==> src/rtl/issue_select.sv <==
// Age-ordered issue selector: picks up to NUM_FU ready RS entries, oldest first,
// into per-FU issue registers, with branch-mask kill/resolve and a handshake counter.
module issue_select #(
  parameter int NUM_RS  = 16,
  parameter int NUM_FU  = 2,
  parameter int ENTRY_W = 64,
  parameter int AGE_W   = 6,
  parameter int BMASK_W = 4,
  parameter int CNT_W   = 32
) (
  input  logic                                      clock,
  input  logic                                      reset_n,
  input  logic [NUM_RS-1:0]                         rs_valid,
  input  logic [NUM_RS-1:0]                         rs_src_ready,
  input  logic [NUM_RS-1:0][AGE_W-1:0]              rs_age,
  input  logic [NUM_RS-1:0][BMASK_W-1:0]            rs_bmask,
  input  logic [NUM_RS-1:0][ENTRY_W-1:0]            rs_payload,
  input  logic [NUM_FU-1:0]                         fu_ready,
  input  logic [BMASK_W-1:0]                        br_resolve,
  input  logic [BMASK_W-1:0]                        br_kill,
  output logic [NUM_FU-1:0]                         clear_valid,
  output logic [NUM_FU-1:0][$clog2(NUM_RS)-1:0]     clear_idx,
  output logic [NUM_FU-1:0]                         issue_valid,
  output logic [NUM_FU-1:0][ENTRY_W-1:0]            issue_payload,
  output logic [NUM_FU-1:0][BMASK_W-1:0]            issue_bmask,
  output logic [CNT_W-1:0]                          issued_count
);

  localparam int IDX_W  = $clog2(NUM_RS);
  localparam int RANK_W = $clog2(NUM_RS + 1);
  localparam int HS_W   = $clog2(NUM_FU + 1);

  logic [NUM_RS-1:0]             cand_p0;
  logic [NUM_RS-1:0][RANK_W-1:0] rank_p0;
  logic [NUM_FU-1:0]             slot_free_p0;
  logic [NUM_FU-1:0]             sel_vld_p0;
  logic [NUM_FU-1:0][IDX_W-1:0]  sel_idx_p0;
  logic [HS_W-1:0]               hs_p0;

  // Modulo-age comparison; ties broken in favour of the lower RS index.
  function automatic logic older(input logic [AGE_W-1:0] a,
                                 input logic [AGE_W-1:0] b,
                                 input logic             lower_idx);
    logic [AGE_W-1:0] d;
    d = a - b;
    if (a == b) return lower_idx;
    return d[AGE_W-1];
  endfunction

  function automatic logic [CNT_W-1:0] sat_add(input logic [CNT_W-1:0] c,
                                               input logic [HS_W-1:0]  n);
    logic [CNT_W:0] s;
    s = {1'b0, c} + (CNT_W+1)'(n);
    return s[CNT_W] ? {CNT_W{1'b1}} : s[CNT_W-1:0];
  endfunction

  // Stage p0: candidate filter, age rank, slot assignment (combinational)
  always_comb begin
    for (int i = 0; i < NUM_RS; i++)
      cand_p0[i] = rs_valid[i] & rs_src_ready[i] & ~(|(rs_bmask[i] & br_kill));
  end

  // Rank = number of candidates older than this one; ranks are unique.
  always_comb begin
    for (int i = 0; i < NUM_RS; i++) begin
      rank_p0[i] = '0;
      for (int j = 0; j < NUM_RS; j++)
        if (j != i && cand_p0[j] && older(rs_age[j], rs_age[i], j < i))
          rank_p0[i] = rank_p0[i] + RANK_W'(1);
    end
  end

  always_comb begin
    for (int f = 0; f < NUM_FU; f++)
      slot_free_p0[f] = ~issue_valid[f] | fu_ready[f] | (|(issue_bmask[f] & br_kill));
  end

  // The k-th free slot (ascending) takes the candidate of rank k.
  always_comb begin
    logic [RANK_W-1:0] frank;
    frank      = '0;
    sel_vld_p0 = '0;
    sel_idx_p0 = '0;
    for (int f = 0; f < NUM_FU; f++) begin
      if (slot_free_p0[f]) begin
        for (int i = 0; i < NUM_RS; i++) begin
          if (cand_p0[i] && rank_p0[i] == frank) begin
            sel_vld_p0[f] = 1'b1;
            sel_idx_p0[f] = IDX_W'(i);
          end
        end
        frank = frank + RANK_W'(1);
      end
    end
  end

  always_comb begin
    hs_p0 = '0;
    for (int f = 0; f < NUM_FU; f++)
      hs_p0 = hs_p0 + HS_W'(issue_valid[f] & fu_ready[f]);
  end

  assign clear_valid = reset_n ? sel_vld_p0 : '0;
  assign clear_idx   = reset_n ? sel_idx_p0 : '0;

  // Stage p1: issue registers
  always_ff @(posedge clock or negedge reset_n) begin
    if (!reset_n) begin
      issue_valid   <= '0;
      issue_payload <= '0;
      issue_bmask   <= '0;
      issued_count  <= '0;
    end else begin
      for (int f = 0; f < NUM_FU; f++) begin
        if (sel_vld_p0[f]) begin
          issue_valid[f]   <= 1'b1;
          issue_payload[f] <= rs_payload[sel_idx_p0[f]];
          issue_bmask[f]   <= rs_bmask[sel_idx_p0[f]] & ~br_resolve;
        end else begin
          if (slot_free_p0[f]) issue_valid[f] <= 1'b0;
          issue_bmask[f] <= issue_bmask[f] & ~br_resolve;
        end
      end
      issued_count <= sat_add(issued_count, hs_p0);
    end
  end

endmodule

==> config.mk <==
export PLATFORM = sky130hd
export DESIGN_NAME = issue_select
export DESIGN_NICKNAME = d
export VERILOG_FILES = /design/src/rtl/issue_select.sv
export SDC_FILE = /design/constraint.sdc
export NUM_CORES = 2
export LEC_CHECK = 0
export CORE_AREA = 2 2 545 547
export DETAILED_ROUTE_END_ITERATION = 6
export DIE_AREA = 0 0 547 549
export DONT_BUFFER_PORTS = 1
export HOLD_SLACK_MARGIN = 0.1
export MAX_ROUTING_LAYER = met4
export PLACE_DENSITY = 0.52
export SYNTH_ARGS = -nofsm -noshare
export SYNTH_HDL_FRONTEND = slang
export SYNTH_SLANG_ARGS = --single-unit
export TNS_END_PERCENT = 20
==> constraint.sdc <==
create_clock -name clock -period 40.1 [get_ports clock]
set_clock_uncertainty 0.05 [all_clocks]
set_input_delay 8.02 -clock clock [delete_from_list [all_inputs] [get_ports clock]]
set_output_delay 8.02 -clock clock [all_outputs]
set_load 0.01 [all_outputs]
# == Word-level counts from Yosys, hierarchy flattened ==
# Cells that the tools add are included.
# totals
ff_bits,170
input_bits,1228
# op_classes
order_cmp,2
bitwise,79
eq_ne,256
n_mux,1044
add_sub_neg,466
n_reduce_logical,308
# ops
cell,n
equality test 6 bit,240
subtractor 6 bit,240
adder 5 x 1 -> 5 bit (second input constant),224
two-way mux 5 bit,224
two-way mux 1 bit,777
binary-select mux 64 bit (select 4 bit),2
logical AND 1 bit,272
two-way mux 64 bit,2
AND 4 bit,22
two-way mux 4 bit,22
equality test 5 x 1 -> 1 bit,16
zero test 5 bit,16
OR reduction 4 bit,18
AND 1 bit,34
adder 32 x 2 -> 33 bit,1
binary-select mux 4 bit (select 4 bit),2
two-way mux 32 bit,1
two-way mux 3 bit,8
NOT 1 bit,18
< comparator 4 x 5 -> 1 bit (second input constant),2
two-way mux 2 bit,5
two-way mux 8 bit,1
NOT 4 bit,1
OR 1 bit,4
2 further kinds,3

# == Longest topological paths before layout ==
# depth
ltp_word,56
depth_mapped,72
mapped_depth_nobuf,68

# == Least setup slack after synthesis ==
# No wires, ideal clock.
# synth_timing
kind,input to output
start,input port rs_age[8] (netlist bit)
end,output port clear_idx[4] (netlist bit)
n_path_buf,3
required_time_ns,32.030
arrival_time_ns,19.863
path_slack_ns,12.167
path_stages,62
path_cell_list,inv_1 ha_1 a21o_1 a21o_1 a21oi_1 a21boi_0 a21oi_1 nand2_1 inv_1 ha_1 inv_1 xnor2_1 ha_1 a21bo_2 o31ai_1 ha_1 nand4b_1 a21oi_1 [... 26 more ...] ha_1 mux2_2 ha_1 mux2_2 ha_1 a21oi_1 nand2_1 or4_1 nor3_1 o211ai_1 o2111a_1 o31ai_2 a2111oi_4 or2_1 buf_2 buf_4 buf_2 nor2_1
# synth_rtl
item,line,rtl
from (decl),15,"input logic [NUM_RS-1:0][AGE_W-1:0] rs_age,"
to (decl),22,"output logic [NUM_FU-1:0][$clog2(NUM_RS)-1:0] clear_idx,"

==> metrics.csv <==
metric,value,unit
Synth cell types,133,
WS Path Type,input pin to primary output,
Area growth syn-to-layout,8.84,%
first-pass GRT wire length,799000,microns
hold buffers post-CTS,0,
final setup violation count,0,
Initial Utilization,27.3,%
DR vias,85600,
Comb pwr share,79.0,%
clock-pin slew on the worst setup and hold paths,0.07,ns
Hold Slack,0.609,ns
Internal,1.46,mW
CP Data Required Time,32.03,ns
Psw,2.58,mW
Synth top area share,22.2,%
Switching Share,63.8,%
post_cts resized,0,
worst vdd ir,0.0000909,V
max_cap viols,3,
"flops & latches, synth",170,
failing checks,"max-capacitance violations, max-slew violations",
Core Area,295000,sq um
largest family of logic cells by synthesized area,compound AO/OA/AOI/OAI gates,
die area,300000,sq um
DRC viols,0,
worst hold path type,flop to flop,
CP Capture Type,primary output,
largest area contributor in the netlist,ha_1,
die height,549,microns
HPWL Detailed,499000,microns
Filler cells,32100,
post-layout minimum cycle time,30.80,ns
DR vias/cell,6.12,
sequential group share of total power,14.4,%
worst-path fanout max,16,
CTS tree,built,
"Largest stage delay, worst path",0.80,ns
Synth Flop Type,dfrtp_1,
Post-synth top cells,"ha_1 (1425), mux2i_1 (1220), nand2_1 (714), a21oi_1 (540), xnor2_1 (433)",
routed wire length,633000,microns
gp weighted congestion,1.12,
mux contribution to synthesized area,18.1,%
Fmax,32.5,MHz
WP data arrival,22.73,ns
compound-cell area share of the yosys netlist,23.2,%
LEAKAGE,43.3,nW
number of global-route vias before repair,77000,
setup TNS,0,ns
I/O pins,1408,
Mapped Nets,12400,
layout cells sized above 1,7.55,%
I/O Buffers,0,
YS warnings,0,
largest net degree at the start of global routing,173,
1st-iter DRT viols,9418,
Overflow after GRT,0,
Most common cell on crit path,ha_1,
Setup crit start kind,input pin,
status,"complete, but fails checks",
Synth Area in Adders,22.2,%
CTS Buffer Depth,3,
clk root buf,clkbuf_16,
Crit-path slowest cell,o311ai_0,
Synth area leaders,"ha_1 (22%), mux2i_1 (15%), dfrtp_1 (5.3%)",
All-Layer GR Usage,41.4,%
relative slew slack,-17.9,%
final hold vios,0,
Clock Power Share,6.6,%
mean routed wirelength per cell,45.3,microns
Synth Cell Area,80400,sq um
clk sinks,170,
Post-DRT Antenna Nets,0,
antenna violations before repair,234,
FP Rows,200,
Worst-Skew Late Latency,0.59,ns
Detailed Routing Iterations Pass 1,6,
Final Max Slew Viols,7,
htree depth,4,
Post-Synthesis Cells,9789,
synthesized area per cell,8.22,sq um
simple-gate share of the synthesized area,16.1,%
most common cell in the netlist,ha_1,
"Seq/Total Area, Yosys",5.29,%
Final Cycle Share,76.8,%
Post-CTS Setup Repair Bufs,0,
Final Net Count,12300,
xor/xnor cell area share of the yosys netlist,10.6,%
Num CTS Buffers,25,
Pwr Density,46.2,nW/um^2
Die X,547,microns
async set or reset register ratio after synthesis,100,%
total power,4.04,mW
unrepaired setup endpoints after global routing,no,
Slew @ Worst Pin,1.77,ns
"EDFF count, synth",0,
state kept, by name, summed over array words and instances, names as in the netlist:
signal         cells
issue_payload    128
issued_count      32
issue_bmask        8
issue_valid        2
layout make-up:
| type | count | area (sq um) | area share, % |
|---|---|---|---|
| Antenna cell | 359 | 898 | 1.03 |
| Clock buffer | 27 | 653 | 0.746 |
| Clock inverter | 6 | 130 | 0.149 |
| Inverter | 422 | 1580 | 1.81 |
| Multi-Input combinational cell | 8786 | 72900 | 83.3 |
| Sequential cell | 170 | 4250 | 4.86 |
| Tap cell | 3939 | 4930 | 5.63 |
| Timing Repair Buffer | 275 | 2170 | 2.48 |
worst max-delay path, delay by kind of cell:
family                   cells  cell delay [ns]
AO/OA/AOI/OAI               18             4.65
XOR/XNOR                     1             0.45
adder cells (fa/ha/maj)     14             4.30
AND/OR/NAND/NOR             17             3.51
buffers and inverters        6             0.89
multiplexers                 3             0.87
layer usage:
| layer | track usage, % | part of all wire (%) | vias up |
|---|---|---|---|
| met2 | 56.7 | 40 | 5063 |
| li1 | - | - | 37300 |
| met4 | 35.3 | 10 | 0 |
| met3 | 20.4 | 13 | 1349 |
| met5 | - | 0 | - |
| met1 | 44.3 | 37 | 42000 |
layout by cell type, fill, tap and decap left out, drive strengths merged, types with 48 or more instances in the layout:
| master | n |
|---|---|
| and3 | 158 |
| a21o | 301 |
| nand2b | 75 |
| o21ai | 378 |
| a21oi | 541 |
| nor3 | 159 |
| a221o | 71 |
| o211ai | 69 |
| inv | 419 |
| o31ai | 48 |
| o21a | 79 |
| and2 | 91 |
| o22ai | 61 |
| mux2i | 1220 |
| o221ai | 275 |
| ha | 1425 |
| mux2 | 208 |
| dfrtp | 170 |
| o221a | 71 |
| xnor2 | 445 |
| nor4 | 49 |
| nor2 | 409 |
| nand4 | 97 |
| diode | 359 |
| buf | 274 |
| or3 | 53 |
| a211oi | 72 |
| xnor3 | 68 |
| nand2 | 715 |
| a31oi | 101 |
| nand3 | 292 |
| xor2 | 278 |
| nor2b | 182 |
| a21boi | 49 |
| o22a | 71 |
through the flow:
stage / instances / area [sq um] / setup slack [ns] / util, %
final: 14000 / 87500 / 9.30 / 29.7
after global routing: 13900 / 87400 / 8.65 / 29.6
after CTS: 13600 / 86500 / 9.57 / 29.3
after detailed placement: 13600 / 85700 / 9.63 / 29.1
after global placement: 13600 / 85700 / 9.66 / 29.1
after floorplan: 9789 / 80400 / 12.17 / -
path summary, 6_finish.rpt:
check	startpoint	to	slack, ns	cells past startpoint
setup / recovery	rs_age[8]	clear_idx[0]	9.30	59
hold / removal	issued_count[14]	issued_count[14]	0.61	2
setup reg to reg	issue_bmask[2]	issue_payload[95]	29.88	19
hold reg to reg	issued_count[14]	issued_count[14]	0.61	2
max in group asynchronous	reset_n	issue_payload[117]	32.41	0
min in group asynchronous	reset_n	issue_payload[99]	7.06	0
power by group through the flow:
stage | Sequential (mW) | Combinational, mW | Clock (mW)
2_1_floorplan | 0.331 | 1.89 | 0
3_3_place_gp | 0.547 | 3.06 | 0
3_5_place_dp | 0.547 | 3.05 | 0
4_1_cts | 0.543 | 3.06 | 0.270
5_1_grt | 0.567 | 3.28 | 0.271
6_report | 0.583 | 3.19 | 0.265
kinds of logic (layout without fill, tap and decap cells):
group                    after synthesis  count (layout)
AND/OR/NAND/NOR                     2524            2524
multiplexers                        1428            1428
buffers and inverters                833             730
flip-flops                           170             170
other                                  0             359
AO/OA/AOI/OAI                       2598            2598
adder cells (fa/ha/maj)             1427            1427
XOR/XNOR                             809             809
No activity file was read; power rests on OpenSTA's default activity.
